[config.mk]
export PLATFORM = sky130hd
export DESIGN_NAME = alu_cmd_sequencer
export DESIGN_NICKNAME = d
export VERILOG_FILES = /design/src/rtl/alu_cmd_pkg.sv /design/src/rtl/alu_cmd_sequencer.sv
export SDC_FILE = /design/constraint.sdc
export NUM_CORES = 1
export LEC_CHECK = 0
export CORE_MARGIN = 2
export CORE_UTILIZATION = 48
export DETAILED_ROUTE_END_ITERATION = 10
export GPL_TIMING_DRIVEN = 1
export PLACE_DENSITY = 0.81
export SLEW_MARGIN = 10
export SYNTH_ARGS = -nofsm -noshare
export SYNTH_HDL_FRONTEND = slang
export SYNTH_SLANG_ARGS = --single-unit
[constraint.sdc]
create_clock -name clk -period 2.65 [get_ports clk]
set_input_delay 0.3975 -clock clk [delete_from_list [all_inputs] [get_ports clk]]
set_output_delay 0.3975 -clock clk [all_outputs]
set_load 0.01 [all_outputs]
[src/rtl/alu_cmd_pkg.sv]
// alu_cmd_pkg: command/ALU opcodes, sequencer states and opcode mapping
package alu_cmd_pkg;
    localparam logic [2:0] CMD_AND   = 3'b000;
    localparam logic [2:0] CMD_OR    = 3'b001;
    localparam logic [2:0] CMD_ADD   = 3'b010;
    localparam logic [2:0] CMD_SUB   = 3'b011;
    localparam logic [2:0] CMD_MUL   = 3'b100;
    localparam logic [2:0] CMD_CMPEQ = 3'b101;
    localparam logic [2:0] ALU_AND   = 3'b000;
    localparam logic [2:0] ALU_OR    = 3'b001;
    localparam logic [2:0] ALU_ADD   = 3'b010;
    localparam logic [2:0] ALU_SUB   = 3'b110;
    typedef enum logic [1:0] {IDLE, EXEC, MUL, RESP} state_t;
    function automatic logic [2:0] alu_op_of(input logic [2:0] cmd);
        return cmd == CMD_AND ? ALU_AND : cmd == CMD_OR ? ALU_OR : cmd == CMD_ADD ? ALU_ADD : ALU_SUB;
    endfunction
endpackage

[src/rtl/alu_cmd_sequencer.sv]
// alu_cmd_sequencer: drives an external 32-bit ALU from valid/ready commands, with shift-add multiply
module alu_cmd_sequencer
    import alu_cmd_pkg::*;
(
    input  logic        clk,
    input  logic        reset,
    input  logic        cmd_valid,
    output logic        cmd_ready,
    input  logic [2:0]  cmd_op,
    input  logic [31:0] cmd_a,
    input  logic [31:0] cmd_b,
    output logic [31:0] alu_x,
    output logic [31:0] alu_y,
    output logic [2:0]  alu_op,
    input  logic [31:0] alu_r,
    input  logic        alu_zero,
    output logic        rsp_valid,
    input  logic        rsp_ready,
    output logic [31:0] rsp_data,
    output logic        rsp_zero,
    output logic        rsp_err,
    output logic        busy
);
    state_t      state_q, state_d;
    logic [2:0]  op_q, op_d;
    logic [31:0] a_q, a_d, b_q, b_d, acc_q, acc_d, data_q, data_d, product;
    logic        zero_q, zero_d, err_q, err_d;
    assign cmd_ready = state_q == IDLE && !reset;
    assign rsp_valid = state_q == RESP;
    assign busy      = state_q != IDLE;
    assign rsp_data  = data_q;
    assign rsp_zero  = zero_q;
    assign rsp_err   = err_q;
    // during MUL, a_q is the shifting multiplicand and b_q the shifting multiplier
    assign product   = b_q[0] ? alu_r : acc_q;
    always_comb begin
        state_d = state_q;
        op_d    = op_q;
        a_d     = a_q;
        b_d     = b_q;
        acc_d   = acc_q;
        data_d  = data_q;
        zero_d  = zero_q;
        err_d   = err_q;
        alu_x   = '0;
        alu_y   = '0;
        alu_op  = ALU_AND;
        case (state_q)
            IDLE: if (cmd_valid && cmd_ready) begin
                op_d    = cmd_op;
                a_d     = cmd_a;
                b_d     = cmd_b;
                acc_d   = '0;
                data_d  = '0;
                zero_d  = 1'b0;
                err_d   = cmd_op > CMD_CMPEQ;
                state_d = cmd_op == CMD_MUL ? MUL : cmd_op > CMD_CMPEQ ? RESP : EXEC;
            end
            EXEC: begin
                alu_x   = a_q;
                alu_y   = b_q;
                alu_op  = alu_op_of(op_q);
                data_d  = op_q == CMD_CMPEQ ? {31'b0, alu_zero} : alu_r;
                zero_d  = (op_q == CMD_CMPEQ) ^ alu_zero;
                state_d = RESP;
            end
            MUL: begin
                alu_x  = acc_q;
                alu_y  = a_q;
                alu_op = ALU_ADD;
                acc_d  = product;
                a_d    = a_q << 1;
                b_d    = b_q >> 1;
                if (b_q[31:1] == '0) begin
                    data_d  = product;
                    zero_d  = product == '0;
                    state_d = RESP;
                end
            end
            RESP: state_d = rsp_ready ? IDLE : RESP;
        endcase
    end
    always_ff @(posedge clk) begin
        if (reset) begin
            state_q <= IDLE;
            op_q    <= '0;
            a_q     <= '0;
            b_q     <= '0;
            acc_q   <= '0;
            data_q  <= '0;
            zero_q  <= 1'b0;
            err_q   <= 1'b0;
        end else begin
            state_q <= state_d;
            op_q    <= op_d;
            a_q     <= a_d;
            b_q     <= b_d;
            acc_q   <= acc_d;
            data_q  <= data_d;
            zero_q  <= zero_d;
            err_q   <= err_d;
        end
    end
endmodule

==> impl_metrics.yaml <==
detailed_routing:
  drtIter0Drc: 751
  routed_wl_um: 23600
  post_drt_wl_per_cell_um: 19.6
  drc: 0
  num_vias: 7451
  firstDrtPassIters: 5
  via_per_inst: 6.19
  drtAntennaViolNets: 0
job:
  max_cap_violations: 0
cells_and_area:
  mostFrequentLayoutCells: "clkdlybuf4s50_1, dfxtp_1, nor2_1, mux2i_1, a22o_1"
  regArea_um2: 2700
  drive_above_1_share: 0.0696
  stdcell_area_um2: 10100
  nFillCells: 1169
  syn2layout_area_growth_pct: 39.9
  multi_input_area_um2: 4160
  final_common_cell: "clkdlybuf4s50_1"
  final_cells: 1204
  fin_util: 0.693
  final_nets: 1122
  antenna_cells: 0
power_and_ir_drop:
  leakage_nw: 4.14
  vdd_ir_drop_max_mv: 0.603
  p_per_area_nw_per_um2: 891
grt:
  met1_usage: 0.413
  antenna_found_initial: 0
  grt_max_degree: 96
  grt_pass1_wl_um: 37100
  gr-max-usage-layer: "met2"
  grt_use_met3: 0.0489
  use_met2: 0.438
  grt_overflow: 0
  track_usage: 0.288
  grt_pass1_vias: 6827
setup_path:
  crit_fanout: 27
  end_kind: "output port"
  cp-start-kind: "flop"
  r2r_slack_ns: 0.41
  required_ns: 2.25
  crit_type: "flop to output port"
  crit_arrival_ns: 2.24
logic_synthesis:
  syn_area_um2: 7250
  synth_warnings: 0
  syn_area_per_cell_um2: 8.56
  ys_seq_area_frac: 0.373
  synthCells: 847
  syn-num-nets: 957
  ys_seq_elements: 135
  ys_types: 47
placed_design:
  dpl.cell_count: 1174
  dp.final_hpwl_um: 16200
  gp_congestion: 0.845
  placed_area_um2: 9430
  port_buffers: 207
timing:
  fin_skew_ns: 0.00857
  final-setup-viol-count: 0
  hold_viol: 0
  slew_headroom: 0.176
  fin_crit_sh: 0.993
  drv_slew: 0
  fmax_ghz: 0.380
  fin_crit_ns: 2.63
  rsz0062_at_grt: "yes"
  worstMarginPinSlew_ns: 1.24
clock_tree:
  cts_buffer_depth: 2
  holdBufCountCts: 0
  cts_made_buffers: 17
  insertion_delay_ns: 0.42
  cts.clk_slew.worst_paths_ns: 0.06
  h-tree-depth: 4
  cts-root-buf: "clkbuf_16"
  cts_tree: "yes"
  cts_sinks: 135
worst_hold_path:
  hold_class: "flop to flop"
die:
  fp.dieW_um: 127
  core_um2: 14600
  ios: 208
  die_h_um: 127
  die_area_um2: 16100
  row_count: 44
  initial_core_util: 0.495
status:
  status: "finished, final reports clean"
## final timing paths
| path | start | to | depth (start not counted) |
|---|---|---|---|
| max | state_q[1]$_SDFFE_PP0P_ | alu_op[1] | 6 |
| min | rsp_data[5]$_SDFFE_PP0P_ | rsp_data[5]$_SDFFE_PP0P_ | 2 |
| max reg2reg | state_q[1]$_SDFFE_PP0P_ | state_q[1]$_SDFFE_PP0P_ | 7 |
| min reg2reg | rsp_data[5]$_SDFFE_PP0P_ | rsp_data[5]$_SDFFE_PP0P_ | 2 |
## logic make-up (layout without fill, tap and decap cells)
kind of cell             after synthesis  count (layout)  share of synthesized area
buffers and inverters                 96             269                     0.0602
AND/OR/NAND/NOR                      228             228                      0.151
XOR/XNOR                               1               1                    0.00121
AO/OA/AOI/OAI                        285             285                      0.272
flip-flops                           135             135                      0.373
adder cells (fa/ha/maj)                6               6                     0.0104
multiplexers                          96              96                      0.133
## registers in the layout, summed over array words and instances, names as in the netlist
signal / count
rsp_data: 32
b_q: 32
op_q: 3
state_q: 2
acc_q: 32
a_q: 32
rsp_zero: 1
rsp_err: 1
## cells in the mapped netlist (all sizes together)
cell type | number | share of area
o31ai | 1 | 0.0010
nand4 | 33 | 0.028
a32oi | 1 | 0.0012
and2 | 2 | 0.0017
xnor2 | 1 | 0.0012
a22o | 64 | 0.077
dfxtp | 135 | 0.37
or3 | 1 | 0.00086
o21a | 1 | 0.0010
a311oi | 1 | 0.0012
buf | 30 | 0.023
mux2i | 94 | 0.13
nand2b | 3 | 0.0026
nor2b | 1 | 0.00086
mux2 | 2 | 0.0031
nor3 | 8 | 0.0055
nand3 | 38 | 0.026
dlygate4sd1 | 1 | 0.0012
and2b | 1 | 0.0014
nand3b | 1 | 0.0016
and3 | 2 | 0.0017
ha | 6 | 0.010
o21ai | 69 | 0.049
o21bai | 1 | 0.0010
a211oi | 63 | 0.065
a31oi | 2 | 0.0017
a2111oi | 1 | 0.0021
nor2 | 113 | 0.060
a22oi | 41 | 0.043
inv | 6 | 0.0031
or4 | 1 | 0.0010
nand4b | 1 | 0.0012
nor4 | 16 | 0.015
clkbuf | 58 | 0.030
a21oi | 40 | 0.028
nand2 | 7 | 0.0036
bufbuf | 1 | 0.0026
## worst max-delay path, cell delays in order (launching register included)
cell	delay (ns)
dfxtp_1	0.34
inv_1	0.10
ha_4	0.31
and2_4	0.20
buf_12	0.18
o21bai_1	0.13
clkdlybuf4s50_1	0.55
## through the flow
step                      setup TNS, ns  worst slack [ns]  hold WS [ns]  total power (W)
after floorplan                       0             0.464         0.457          0.00544
after global placement                0             0.154         0.462          0.00656
after detailed placement              0             0.102         0.471          0.00664
after CTS                       -0.0189           -0.0189         0.476          0.00895
after global routing            -0.0495           -0.0495         0.493          0.00951
final                                 0            0.0175         0.474          0.00904
## final cells by class
cell class	count	area share
sequential	135	0.266
tap	184	0.0227
clock inverter	4	0.00468
clock buffer	23	0.0481
multi-input combinational	616	0.410
inverter	6	0.00222
timing repair buffer	236	0.246
## metal layers
layer,share of wire,wire (um),vias to the layer above
li1,-,-,3535
met1,0.44,10500,3464
met4,0.025,584,0
met2,0.45,10700,407
met3,0.079,1870,45
met5,0,0,-
## power by group
part / switching (W) / internal, W / total (W)
Clock: 0.000846 / 0.00136 / 0.00220
Combinational: 0.00230 / 0.00165 / 0.00395
Sequential: 0.000457 / 0.00243 / 0.00289
## timing repair
| item | 4_1_cts | 5_1_grt |
|---|---|---|
| setup buffers | 1 | 0 |
| pin swaps | 1 | 0 |
| gates cloned | 2 | 0 |
| endpoints found under the setup margin | 67 | 34 |
| gates resized for setup | 49 | 36 |
Note: power is estimated with default switching activity, not from simulation.
